**src/rtl/mem_io_stage.sv**
```systemverilog
// rtl/mem_io_stage.sv - load/store stage to synchronous data RAM and LED/switch IO registers
// Optional misaligned-access trap: define MEM_MISALIGN_TRAP_EN.
module mem_io_stage #(
  parameter int          RAM_AW    = 12,
  parameter int          LED_W     = 16,
  parameter int          SW_W      = 16,
  parameter logic [5:0]  IO_REGION = 6'h3F
) (
  input  logic              clk,
  input  logic              rst,
  input  logic              req_valid_i,
  input  logic              MemRead_i,
  input  logic              MemWrite_i,
  input  logic [2:0]        funct3_i,
  input  logic [31:0]       ALUResult_i,
  input  logic [5:0]        Alu_resultHigh_i,
  input  logic [31:0]       wdata_i,
  output logic              busy_o,
  output logic              done_o,
  output logic [31:0]       rdata_o,
  output logic              misalign_o,
  output logic [RAM_AW-1:0] ram_addr_o,
  output logic [3:0]        ram_we_o,
  output logic [31:0]       ram_wdata_o,
  input  logic [31:0]       ram_rdata_i,
  output logic [LED_W-1:0]  led_o,
  input  logic [SW_W-1:0]   switch_i
);

  localparam int AW = RAM_AW + 2;

  typedef enum logic [1:0] {IDLE, ACCESS, WAIT, RESP} state_t;
  state_t state;

  // size encoding: 0 byte, 1 half, 2 word (undefined funct3 falls into word)
  logic [1:0]    req_size;
  logic          req_mis;
  logic          req_block;
  logic          req_io;
  logic [AW-1:0] req_lo;
  logic [3:0]    req_we;
  logic [31:0]   req_wdata;

  always_comb begin
    req_size = 2'd2;
    case (funct3_i[1:0])
      2'b00:   req_size = 2'd0;
      2'b01:   req_size = 2'd1;
      default: req_size = 2'd2;
    endcase
    req_mis = ((req_size == 2'd1) && ALUResult_i[0]) ||
              ((req_size == 2'd2) && (ALUResult_i[1:0] != 2'b00));
    req_io  = (Alu_resultHigh_i == IO_REGION);
    req_lo  = ALUResult_i[AW-1:0];
`ifndef MEM_MISALIGN_TRAP_EN
    if (req_size == 2'd1) req_lo[0]   = 1'b0;
    if (req_size == 2'd2) req_lo[1:0] = 2'b00;
`endif
    case (req_size)
      2'd0: begin
        req_we    = 4'b0001 << req_lo[1:0];
        req_wdata = {4{wdata_i[7:0]}};
      end
      2'd1: begin
        req_we    = req_lo[1] ? 4'b1100 : 4'b0011;
        req_wdata = {2{wdata_i[15:0]}};
      end
      default: begin
        req_we    = 4'b1111;
        req_wdata = wdata_i;
      end
    endcase
  end

`ifdef MEM_MISALIGN_TRAP_EN
  assign req_block = req_mis;
`else
  assign req_block = 1'b0;
  wire unused_mis = req_mis;
`endif
  wire unused_hi = &{1'b0, ALUResult_i[31:AW]};

  logic [7:0]       off_q;
  logic [1:0]       size_q;
  logic             sign_q, io_q, rd_q, wr_q, block_q;
  logic [LED_W-1:0] led_d_q;

  function automatic logic [31:0] extract(input logic [31:0] w, input logic [1:0] a,
                                          input logic [1:0] sz, input logic sgn);
    logic [7:0]  b;
    logic [15:0] h;
    case (a)
      2'd0:    b = w[7:0];
      2'd1:    b = w[15:8];
      2'd2:    b = w[23:16];
      default: b = w[31:24];
    endcase
    h = a[1] ? w[31:16] : w[15:0];
    case (sz)
      2'd0:    return {{24{sgn & b[7]}}, b};
      2'd1:    return {{16{sgn & h[15]}}, h};
      default: return w;
    endcase
  endfunction

  always_ff @(posedge clk) begin
    if (rst) begin
      state       <= IDLE;
      busy_o      <= 1'b0;
      done_o      <= 1'b0;
      misalign_o  <= 1'b0;
      rdata_o     <= '0;
      ram_we_o    <= '0;
      ram_addr_o  <= '0;
      ram_wdata_o <= '0;
      led_o       <= '0;
      off_q       <= '0;
      size_q      <= '0;
      sign_q      <= 1'b0;
      io_q        <= 1'b0;
      rd_q        <= 1'b0;
      wr_q        <= 1'b0;
      block_q     <= 1'b0;
      led_d_q     <= '0;
    end else begin
      done_o     <= 1'b0;
      misalign_o <= 1'b0;
      ram_we_o   <= '0;
      case (state)
        IDLE: if (req_valid_i) begin
          off_q       <= req_lo[7:0];
          size_q      <= req_size;
          sign_q      <= ~funct3_i[2];
          io_q        <= req_io;
          wr_q        <= MemWrite_i;
          rd_q        <= MemRead_i & ~MemWrite_i;
          block_q     <= req_block;
          led_d_q     <= wdata_i[LED_W-1:0];
          ram_addr_o  <= req_lo[AW-1:2];
          ram_wdata_o <= req_wdata;
          // RAM strobe is launched here so it is visible for exactly the ACCESS cycle
          if (!req_io && MemWrite_i && !req_block) ram_we_o <= req_we;
          busy_o <= 1'b1;
          state  <= ACCESS;
        end
        ACCESS: begin
          if (!io_q && rd_q) begin
            state <= WAIT;
          end else begin
            if (io_q && wr_q && !block_q && off_q == 8'h00) led_o <= led_d_q;
            rdata_o    <= (io_q && rd_q && !block_q && off_q == 8'h10) ? 32'(switch_i) : 32'h0;
            done_o     <= 1'b1;
            misalign_o <= block_q;
            state      <= RESP;
          end
        end
        WAIT: begin
          rdata_o    <= block_q ? 32'h0 : extract(ram_rdata_i, off_q[1:0], size_q, sign_q);
          done_o     <= 1'b1;
          misalign_o <= block_q;
          state      <= RESP;
        end
        RESP: begin
          busy_o <= 1'b0;
          state  <= IDLE;
        end
        default: state <= IDLE;
      endcase
    end
  end

endmodule

```
**config.mk**
```make
export PLATFORM = sky130hd
export DESIGN_NAME = mem_io_stage
export DESIGN_NICKNAME = d
export VERILOG_FILES = /design/src/rtl/mem_io_stage.sv
export SDC_FILE = /design/constraint.sdc
export NUM_CORES = 1
export LEC_CHECK = 0
export ABC_CLOCK_PERIOD_IN_PS = 1900
export BUFFER_PORTS_ARGS = -buffer_cell sky130_fd_sc_hd__buf_4
export CORE_MARGIN = 10
export CORE_UTILIZATION = 35
export CTS_CLUSTER_DIAMETER = 60
export CTS_CLUSTER_SIZE = 16
export DETAILED_ROUTE_END_ITERATION = 6
export PLACE_DENSITY_LB_ADDON = 0.15
export SLEW_MARGIN = 20
export SYNTH_ARGS = -nofsm -noshare
export SYNTH_HDL_FRONTEND = slang
export SYNTH_SLANG_ARGS = --single-unit
```
**constraint.sdc**
```tcl
create_clock -name clk -period 1.9 [get_ports clk]
set_clock_uncertainty 0.15 [all_clocks]
set_input_delay 0.19 -clock clk [delete_from_list [all_inputs] [get_ports clk]]
set_output_delay 0.19 -clock clk [all_outputs]
set_load 0.05 [all_outputs]
```
* After elaboration in Yosys (flattened, before gate mapping)
Cells that the tools add are included.
** Word-level totals
- Output and inout bits :: 99
- Bits in latches :: 0
- Logic and storage cells :: 80
- Bits of input ports :: 126
- Memories :: 0
- Bits in writable memories :: 0
- Register bits :: 130
- ROM bits :: 0
** Cells by class
- Order comparisons :: 0
- $add $sub $neg :: 0
- $mul :: 0
- Divide/modulo/power cells :: 0
- Bitwise logic cells :: 9
- Equal/unequal tests :: 13
- Shift-type cells :: 1
- Mux-type cells :: 21
- Reduce and logical (&&, ||, !) cells :: 21
** Operators by type and width (count)
- case mux 32 bit (2 select lines) :: 3
- two-way mux 16 bit :: 2
- two-way mux 32 bit :: 1
- case mux 8 bit (3 select lines) :: 1
- two-way mux 8 bit :: 2
- equality test 2 x 1 -> 1 bit, second input constant :: 5
- logical NOT 2 bit :: 5
- equality test 2 bit, second input constant :: 4
- equality test 8 x 5 -> 1 bit, second input constant :: 1
- logical NOT 8 bit :: 1
- case mux 2 bit (4 select lines) :: 1
- case mux 4 bit (2 select lines) :: 1
- equality test 6 bit, second input constant :: 1
- logical AND 1 bit :: 6
- NOT 1 bit :: 6
- AND reduction 2 bit :: 3
- two-way mux 1 bit :: 4
- two-way mux 2 bit :: 2
- two-way mux 4 bit :: 1
- != test 2 bit, second input constant :: 2
- case mux 1 bit (2 select lines) :: 2
- case mux 2 bit (2 select lines) :: 1
- nonzero test 2 bit :: 2
- OR reduction 4 bit :: 1
- other kinds (4) :: 7

* Longest topological paths before layout
Gate-level depths: netlist (run 1).
- Word-level depth :: 7
- Mapped depth :: 8
- Mapped depth without buffers :: 6

* Least setup slack after synthesis (run 1)
OpenSTA, ideal clock, no wires.
- Path kind :: reg2reg
- Start point :: register off_q[1]
- End point :: register led_o[10]
- Slack :: -0.259 ns
- Buffers on the path :: 2
- Library setup time :: 0.128 ns
- Arrival :: 1.881 ns
- Stages on the path, launching flop included :: 7
- Period minus slack after synthesis :: 2.159 ns
- Cell sequence :: dfxtp_1 -> buf_6 -> or4b_4 -> nor4_4 -> buf_6 -> mux2i_1 -> nor2_1
** Between the ends
- Cells in the longest elaborated chain, start to end :: 3
** RTL lines
- start: declaration :: line 83 : logic [7:0] off_q;
- start signal: assignment :: line 131 : off_q <= req_lo[7:0];
- logical NOT 8 bit :: line 150 : if (io_q && wr_q && !block_q && off_q == 8'h00) led_o <= led_d_q;
- logical AND 1 bit :: line 150
- AND reduction 3 bit (no source line)
- end signal: assignment :: line 150
- end: declaration :: line 26 : output logic [LED_W-1:0] led_o,
Every way passes these cells.
A chain may end at the register's enable or synchronous reset.

==> impl_metrics.toml, run 1 <==
[pwr]
power.leakage_nw = 3.71
finalPower_w = 0.00993
vdd_ir_drop_max_v = 0.000597
cellPowerDensity_nw_per_um2 = 1140

[finish]
final_nets = 1047
fill_cells = 1264
finish.instance_area_um2 = 8700
layout_common_cells = "buf_4, nand2_1, dfxtp_1, dlygate4sd3_1, a21oi_1"
ff_latch_area_um2 = 2330
area_growth_pct = 66.2
multiInputGateArea_um2 = 2680
antenna_cells = 0
final_common_cell = "buf_4"
drive_gt1_share_pct = 34.3

[timing]
tightest_slew_ps = 690
hold_viol = 0
setup_viol = 16
finalCritPeriodShare_pct = 106
rsz0062_at_grt = "true"
finalCriticalPeriod_ps = 2020
slew_violations = 0
slew_headroom_pct = 54.0
setup_ws_ps = -116
fmax_ghz = 0.496

[clocking]
root_buffer = "clkbuf_16"
cts_buffers = 17
clk_latency_ps = 420
cts_tree = "yes"
cts_buffer_depth = 2
htreeDepth = 4
clock-sinks = 116
cts.clk_slew.worst_paths_ps = 50

[outcome]
status = "complete, but fails checks"
violations = "negative setup slack"

[synth]
synth_top_cell_area_share_pct = 44.3
synth-simple-area-share_pct = 18.6
yosysWarnings = 0
synth_edf_count = 0
syn_nets = 757
synthCells = 627
ys_seq_area_share_pct = 44.3
synth_cell_types = 43
synth-compound-area-share_pct = 20.2
synthAdderAreaFrac_pct = 0.956
async_flop_share_pct = 0
synthTopCellsByArea = "dfxtp_1, nand2_1, a21oi_1"
synth-seq-cells = 116
synth_top_family_by_area = "compound AO/OA/AOI/OAI gates"
syn_area_um2 = 5240
muxShareOfSynthArea_pct = 8.89
postSynthAreaPerCell_um2 = 8.35
synth-main-ff-cell = "dfxtp_1"
yosysTopAreaCell = "dfxtp_1"
synth_xor_area_share_pct = 0

[global_routing]
grt_pass1_vias = 5781
antenna_found_initial = 0
grt_start_max_net_pins = 65
grt_first_pass_wirelength_um = 30900
track_usage_pct = 18.9
overflow = 0

[route]
drt_wl_total_um = 20300
route.detailed.drc = 0
vias = 5665
wl_met2_um = 10000
routed.top_layer = "met4"
drtIter0Drc = 350
first_pass_iters = 5
wl_per_cell_um = 18.2
wl_met3_um = 1690
wl_met1_um = 8140
ant_nets = 0
viasPerCell = 5.09

[floorplanning]
fp-row-count = 44
core_region_area_um2 = 14600
die_x_um = 142
ios = 225
dieHeight_um = 142
start_util_pct = 35.9
die-area_um2 = 20300

[setup_path]
worst_ep_arrival_time_ps = 2140
critical_path_class = "reg -> reg"
cp.required_ps = 2030
endpoint_kind = "register"
worstPathMaxFanout = 8
start_kind = "register"
r2r_slack_ps = -120
crit-reg2reg-launch = "ram_addr_o[5]"
rr_worst_depth = 7
r2r-end = "led_o[4]"

[flow_run]
drv_cap = 0

[placed_design]
place_area_um2 = 7070
io_buffers = 205
gp_congestion = 0.858
place_hpwl_um = 14200

[min_path]
hp-class = "in -> reg"
min_delay_path_depth = 3
hold_start = "wdata_i[17]"
hold_end = "ram_wdata_o[17]"
registers in the layout (all words and copies together), names as in the netlist, 2 cells and up:
signal,flops
ram_wdata_o,32
rdata_o,32
led_o,16
ram_addr_o,12
led_d_q,8
ram_we_o,4
off_q,2
size_q,2
state,2
critical path: stages, from the launching register on:
cell       delay, ps
dfxtp_2          330
or4b_4           550
buf_6            140
nor4_4           110
buf_4            190
clkbuf_16        170
mux2i_1          180
nor2_1            50
kinds of logic (layout without fill, tap and decap cells):
group | Yosys count | after routing
AND/OR/NAND/NOR | 216 | 218
other | 1 | 1
flip-flops | 116 | 116
buffers and inverters | 77 | 378
multiplexers | 44 | 44
adder cells (fa/ha/maj) | 4 | 4
AO/OA/AOI/OAI | 169 | 169
how the worst max path moves through the flow:
stage	from	to	depth (start not counted)
2_1_floorplan	ram_addr_o[0]	led_o[10]	5
6_report	ram_addr_o[5]	led_o[4]	7
3_5_place_dp	off_q[1]	rdata_o[22]	5
4_1_cts	ram_addr_o[5]	led_o[1]	6
5_1_grt	ram_addr_o[5]	led_o[7]	7
3_3_place_gp	off_q[1]	rdata_o[19]	5
layout make-up:
class / count / area share [%]
Tap cell: 184 / 2.65
Timing Repair Buffer: 334 / 32.5
Multi-Input combinational cell: 436 / 30.8
Inverter: 12 / 0.518
Clock inverter: 12 / 1.50
Clock buffer: 20 / 5.25
Sequential cell: 116 / 26.8
routing by layer:
layer	global-route usage [%]	up-vias
li1	-	2757
met1	21.5	2666
met2	31.8	213
met3	6.91	29
met4	6.87	0
met5	0	-
metrics by stage:
| step | setup slack [ps] | hold slack, ps | util, % | TNS, ps | instances |
|---|---|---|---|---|---|
| 6_report | -116 | 11.8 | 59.7 | -1630 | 1114 |
| 3_3_place_gp | -147 | 223 | 48.4 | -5080 | 991 |
| 4_1_cts | -137 | 2.15 | 58.4 | -1920 | 1106 |
| 5_1_grt | -192 | 27.8 | 59.7 | -3370 | 1114 |
| 2_1_floorplan | -158 | 136 | - | -2790 | 627 |
| 3_5_place_dp | -277 | 229 | 48.4 | -7260 | 991 |
cells in the mapped netlist, types with 8 or more instances:
cell / n
a211oi_1: 10
a21oi_1: 73
a221o_1: 16
a311oi_1: 8
buf_4: 16
clkbuf_1: 45
dfxtp_1: 116
inv_1: 12
mux2i_1: 36
nand2_1: 119
nand2b_1: 18
nand3_1: 8
nor2_1: 43
o211ai_1: 8
o21ai_0: 33
timing repair:
| action | in CTS | in global routing |
|---|---|---|
| pin swaps | 3 | 9 |
| cloned | 0 | 5 |
| setup buffers | 1 | 4 |
| hold endpoints to repair | 93 | 0 |
| setup endpoints to repair | 82 | 89 |
| hold buffers | 83 | 0 |
| resized for setup | 15 | 28 |
power by group:
part	total, W	leakage [nW]	switching [W]	internal, W
logic	0.00374	2.48	0.00230	0.00144
registers	0.00300	0.948	0.000228	0.00277
clock network	0.00318	0.274	0.00119	0.00199
Note: power is estimated with default switching activity, not from simulation.
==> run 2: changes to the inputs <==
--- a/config.mk
+++ b/config.mk
@@ -5,6 +5,7 @@
 export SDC_FILE = /design/constraint.sdc
 export NUM_CORES = 1
 export LEC_CHECK = 0
+export ABC_AREA = 1
 export ABC_CLOCK_PERIOD_IN_PS = 1900
 export BUFFER_PORTS_ARGS = -buffer_cell sky130_fd_sc_hd__buf_4
 export CORE_MARGIN = 10
==> run 2 against run 1 <==
Against the previous run: the flow now finishes without violations; worst hold slack better by 6.4 ps; via count up 7.9%; worst setup slack better by 270 ps; largest power group unchanged; non-clock buffer count is 38 lower; synthesized area is 9.7% higher; highest routed layer unchanged; combinational power is 49% higher; sequential share of layout area fell by 0.15 points; synthesized cell count is 29% higher; maximum frequency grew 15%; register-to-register slack gained 270 ps.
==> impl_metrics.toml, run 2 <==
[setup_path]
cpMaxStageDelayCell = "dfxtp_1"
r2r_slack_ps = 150
worst_ep_arrival_time_ps = 1900
critical_path_class = "reg -> reg"
start_kind = "register"
max_stage_delay_ps = 320
crit_family = "simple AND/OR/NAND/NOR gates"
endpoint_kind = "register"
cp.required_ps = 2050
worstPathMaxFanout = 32
r2r-end = "led_o[12]"
critPathBufInv = 3
crit_chain = "inv_1 > ha_1 > inv_2 > nor4_4 > buf_12 > nand3b_1 > nand2_1 > nor2_1"
rr_worst_depth = 8
crit-reg2reg-launch = "state[1]"

[finish]
drive_gt1_share_pct = 29.1
layout_common_cells = "buf_4, nand2_1, dfxtp_1, a21oi_1, nor2_1"
area_growth_pct = 51.9
finish.instance_area_um2 = 8720
antenna_cells = 0
top_regs = "ram_wdata_o: 32 flops, rdata_o: 32 flops, led_o: 16 flops"
final_nets = 1187
finish.utilization_pct = 54.5
ff_latch_area_um2 = 2320
multiInputGateArea_um2 = 2760
final_common_cell = "buf_4"
fill_cells = 1603

[global_routing]
grt_first_pass_wirelength_um = 32600
track_usage_pct = 18.4
grt_start_max_net_pins = 47
overflow = 0
grt_pass1_vias = 6169
antenna_found_initial = 0

[synth]
syn_area_um2 = 5740
synth_top_family_by_area = "simple AND/OR/NAND/NOR gates"
ys_top_cells_by_count = "nand2_1, dfxtp_1, a21oi_1"
yosysTopAreaCell = "dfxtp_1"
synthAdderAreaFrac_pct = 0.871
synth_edf_count = 0
synth.most_common_cell = "nand2_1"
syn_nets = 937
synth-simple-area-share_pct = 27.7
postSynthAreaPerCell_um2 = 7.12
synth_top_cell_area_share_pct = 40.4
synthCells = 807
synth-seq-cells = 116
synth_xor_area_share_pct = 0
synth-main-ff-cell = "dfxtp_1"
synthTopCellsByArea = "dfxtp_1, nand2_1, a21oi_1"
async_flop_share_pct = 0
muxShareOfSynthArea_pct = 0
ys_seq_area_share_pct = 40.4
synth-compound-area-share_pct = 19.3
yosysWarnings = 0
synth_cell_types = 40

[placed_design]
place_hpwl_um = 14700
gp_congestion = 0.864
io_buffers = 205
place_area_um2 = 7420

[timing]
finalCriticalPeriod_ps = 1750
slew_headroom_pct = 59.6
slew_violations = 0
setup_viol = 0
finalCritPeriodShare_pct = 92.1
tightest_slew_ps = 607
fin_tns_setup_ps = 0
rsz0062_at_grt = "false"
fmax_ghz = 0.571
hold_viol = 0

[flow_run]
drv_cap = 0

[route]
first_pass_iters = 5
wl_per_cell_um = 16.0
drtIter0Drc = 418
ant_nets = 0
route.detailed.drc = 0
drt_wl_total_um = 20500
viasPerCell = 4.75
vias = 6111

[clocking]
clock-sinks = 116
cts.clk_slew.worst_paths_ps = 60
root_buffer = "clkbuf_16"
htreeDepth = 4
cts_tree = "yes"
clk_latency_ps = 410
cts_buffers = 17
post_cts_buffers = 0
cts_buffer_depth = 2

[pwr]
finalPower_w = 0.0122
cellPowerDensity_nw_per_um2 = 1390
vdd_ir_drop_max_v = 0.000744
power.leakage_nw = 4.04

[min_path]
min_delay_path_depth = 5
hold_start = "switch_i[11]"
hold_end = "rdata_o[11]"
hp-class = "in -> reg"

[floorplanning]
fp-row-count = 46
ios = 225
dieHeight_um = 148
start_util_pct = 35.9
die_x_um = 148
core_region_area_um2 = 16000
die-area_um2 = 21900

[outcome]
status = "completed"
==> run 2: cell types whose count changed after synthesis, sizes merged, moves of 18 or more <==
| cell | before | now |
|---|---|---|
| mux2i | 36 | 0 |
| nand2 | 119 | 192 |
| clkbuf | 45 | 19 |
| nor2 | 43 | 89 |
| inv | 12 | 67 |
| nand2b | 18 | 0 |
| buf | 20 | 46 |
| nand3 | 8 | 38 |
| a21oi | 73 | 106 |
| o21ai | 33 | 70 |
==> run 2: logic make-up after synthesis <==
logic type               after synthesis
AO/OA/AOI/OAI                        197
adder cells (fa/ha/maj)                4
buffers and inverters                133
flip-flops                           116
other                                  1
AND/OR/NAND/NOR                      356
==> run 2: area by class of cell <==
class	instances	share of cell area, %
Timing Repair Buffer	296	28.6
Multi-Input combinational cell	558	31.7
Clock buffer	20	5.23
Tap cell	216	3.10
Sequential cell	116	26.6
Inverter	68	3.01
Clock inverter	12	1.75
==> run 2: worst register-to-register path: stages, from the launching register on <==
cell and delay [ps]:
dfxtp_1 320, inv_1 100, ha_1 260, inv_2 80, nor4_4 290, buf_12 220, nand3b_1 110, nand2_1 70
nor2_1 40
==> run 2: per-layer routing <==
metal	vias to the layer above	wire [µm]	global-route usage (%)
li1	3137	-	-
met1	2742	9430	23.3
met2	210	9290	28.8
met3	22	1550	6.28
met4	0	264	5.25
met5	-	0	0
==> run 2: how the worst max path moves through the flow <==
stage                     startpoint               to  slack [ps]  depth (start not counted)
after global routing        off_q[1]       rdata_o[1]         0.4                          9
final                       state[1]        led_o[12]         150                          8
after detailed placement    state[0]  ram_wdata_o[25]          90                          8
after floorplan             state[1]        led_o[10]         260                          8
after global placement      state[0]  ram_wdata_o[25]         130                          8
after CTS                   state[0]  ram_wdata_o[29]          80                          8
==> run 2: repair_timing <==
action                                  4_1_cts  5_1_grt
endpoints found under the setup margin        0       16
hold endpoints to repair                     68        0
resized for setup                             0        5
hold buffers                                 66        0
==> run 2: through the flow <==
step,worst slack (ps),hold slack [ps],instances
2_1_floorplan,257,130,807
3_3_place_gp,132,215,1187
3_5_place_dp,94.5,220,1187
4_1_cts,76.3,0.116,1285
5_1_grt,0.379,27.7,1286
6_report,149,18.2,1286
==> run 2: report_power, final <==
part           internal [W]  total (W)  leakage, nW  switching (W)
clock network       0.00213    0.00333        0.301        0.00120
logic               0.00185    0.00556         2.79        0.00371
registers           0.00294    0.00328        0.949       0.000334
==> run 3: changes to the inputs <==
--- a/config.mk
+++ b/config.mk
@@ -6,14 +6,14 @@
 export NUM_CORES = 1
 export LEC_CHECK = 0
 export ABC_AREA = 1
-export ABC_CLOCK_PERIOD_IN_PS = 1900
+export ABC_CLOCK_PERIOD_IN_PS = 1570
 export BUFFER_PORTS_ARGS = -buffer_cell sky130_fd_sc_hd__buf_4
 export CORE_MARGIN = 10
 export CORE_UTILIZATION = 35
 export CTS_CLUSTER_DIAMETER = 60
 export CTS_CLUSTER_SIZE = 16
 export DETAILED_ROUTE_END_ITERATION = 6
-export PLACE_DENSITY_LB_ADDON = 0.15
+export PLACE_DENSITY = 0.73
 export SLEW_MARGIN = 20
 export SYNTH_ARGS = -nofsm -noshare
 export SYNTH_HDL_FRONTEND = slang
==> constraint.sdc (replaced) <==
create_clock -name clk -period 1.57 [get_ports clk]
set_clock_uncertainty 0.15 [all_clocks]
set_input_delay 0.157 -clock clk [delete_from_list [all_inputs] [get_ports clk]]
set_output_delay 0.157 -clock clk [all_outputs]
set_load 0.05 [all_outputs]
==> run 3 against run 2 <==
Against the previous run: the run now ends with negative setup slack left; clock-buffer cell count shrank 1; clock power grew 18%; sequential power rose by 23%; cell count is 5.4% higher; total power grew 44%; worst hold slack lost 2.0 ps; critical endpoint is now ram_wdata_o[25].
==> impl_metrics.toml, run 3 (synthesized netlist as in run 2, its figures left out) <==
[outcome]
violations = "negative setup slack"
status = "complete, but fails checks"

[pwr]
power.switching_w = 0.00756
power_frac_clock_pct = 22.5
power.internal_w = 0.00991
sequentialPowerShare_pct = 23.2
power.leakage_nw = 4.56
cellPowerDensity_nw_per_um2 = 1740
combPwrFrac_pct = 54.3
finalPower_w = 0.0175
p_sw_share_pct = 43.3
vdd_ir_drop_max_v = 0.000866

[timing]
hold_ws_ps = 16.2
fin_tns_setup_ps = -2400
finalCritPeriodShare_pct = 109
rsz0062_at_grt = "true"
setup_viol = 53
hold_viol = 0
finalCriticalPeriod_ps = 1720
fmax_ghz = 0.583
slew_violations = 0
setup_ws_ps = -146

[clocking]
cts_tree = "yes"
clock-sinks = 116
cts.clk_slew.worst_paths_ps = 70
root_buffer = "clkbuf_16"
cts_buffers = 17
clk_latency_ps = 410
htreeDepth = 4
cts_buffer_depth = 2

[finish]
finish.utilization_pct = 62.8
area_growth_pct = 75.0
drive_gt1_share_pct = 41.2
final_nets = 1256
top_regs = "ram_wdata_o: 32 flops, rdata_o: 32 flops, led_o: 16 flops"
layout_common_cells = "buf_4, nand2_1, dfxtp_1, nor2_1, dlygate4sd3_1"
final_common_cell = "buf_4"

[setup_path]
r2r-end = "ram_wdata_o[25]"
crit_chain = "inv_4 > ha_4 > nand2_8 > buf_12 > nor2_4 > clkbuf_16 > a22oi_2 > a21oi_1"
cp.required_ps = 1740
endpoint_kind = "register"
crit-reg2reg-launch = "state[0]"
worstPathMaxFanout = 7
cpMaxStageDelayCell = "dfxtp_4"
start_kind = "register"
r2r_slack_ps = -150
crit_family = "buffers and inverters"
critical_path_class = "reg -> reg"
worst_ep_arrival_time_ps = 1890
max_stage_delay_ps = 360
rr_worst_depth = 8
critPathBufInv = 3

[route]
ant_nets = 0
drt_wl_total_um = 24100
viasPerCell = 5.02
route.detailed.drc = 0
first_pass_iters = 4
vias = 6810
drtIter0Drc = 390
wl_per_cell_um = 17.8

[global_routing]
grt_first_pass_wirelength_um = 35200
grt_pass1_vias = 6595
met3_usage_pct = 6.89
track_usage_pct = 19.8
overflow = 0
antenna_found_initial = 1
grt_start_max_net_pins = 33
grt_util_met1_pct = 22.2
grt_busiest_layer = "met2"
met2_usage_pct = 34.0

[floorplanning]
die-area_um2 = 21900
core_region_area_um2 = 16000
fp-row-count = 46
die_x_um = 148
dieHeight_um = 148
ios = 225
start_util_pct = 35.9

[placed_design]
place_ws_ps = -221
gp_congestion = 0.820
io_buffers = 205
place_hpwl_um = 15200

[min_path]
hold_end = "rdata_o[25]"
min_delay_path_depth = 5
hp-class = "in -> reg"
hold_start = "ram_rdata_i[25]"

[flow_run]
drv_cap = 0
[run 3: changes by cell type in the layout (fill, tap and decap cells not counted), moves of 12 or more]
cell,change
nand2_2,+33
buf_6,+12
buf_12,+12
o21ai_0,-31
o21ai_2,+14
o21ai_1,+15
buf_4,+24
dlygate4sd3_1,+12
a21oi_1,-20
nand2_1,-38
a21oi_2,+20
[run 3: per-stage QoR]
stage / instances / cell area [µm²]
after floorplan: 807 / 5780
after global placement: 1218 / 7730
after detailed placement: 1218 / 7730
after CTS: 1341 / 9510
after global routing: 1356 / 10000
final: 1356 / 10000
[run 3: worst register-to-register path, cell delays in order, from the launching register on]
cell and delay, ps:
dfxtp_4 360, inv_4 80, ha_4 180, nand2_8 100
buf_12 150, nor2_4 170, clkbuf_16 170, a22oi_2 40
a21oi_1 220
[run 3: final cells by class]
cell class | instances | area, µm²
Antenna cell | 1 | 2.50
Clock buffer | 19 | 453
Clock inverter | 13 | 149
Fill cell | 1277 | 5950
Inverter | 68 | 290
Multi-Input combinational cell | 559 | 3190
Sequential cell | 116 | 2340
Tap cell | 216 | 270
Timing Repair Buffer | 364 | 3360
[run 3: what timing repair did]
action                     in CTS  in global routing
setup buffers                   7                 10
pin swaps                      12                 41
hold buffers                   79                  0
cloned                          5                  7
setup endpoints to repair      93                 85
hold endpoints to repair       83                  0
resized for setup              46                140
[run 3: how the worst max path moves through the flow]
| stage | end | slack (ps) | start | cells after the start |
|---|---|---|---|---|
| finish | ram_wdata_o[25] | -150 | state[0] | 8 |
| floorplan | rdata_o[21] | -20 | state[1] | 8 |
| CTS | rdata_o[0] | -80 | state[1] | 9 |
| detailed placement | rdata_o[19] | -220 | state[1] | 7 |
| global placement | rdata_o[19] | -150 | state[1] | 7 |
| global route | ram_wdata_o[25] | -200 | state[0] | 8 |
[run 3: layer usage]
| metal | vias to the layer above | share of wire, % |
|---|---|---|
| met3 | 63 | 9.1 |
| met1 | 3144 | 38 |
| met5 | - | 0 |
| met2 | 319 | 49 |
| li1 | 3284 | - |
| met4 | 0 | 3.1 |
[run 3: power groups by stage]
stage	Combinational, W	Sequential (W)	Clock, W
6_report	0.00949	0.00405	0.00394
4_1_cts	0.00855	0.00397	0.00398
2_1_floorplan	0.00348	0.00527	0
3_5_place_dp	0.00707	0.00399	0
5_1_grt	0.0101	0.00411	0.00414
3_3_place_gp	0.00701	0.00396	0
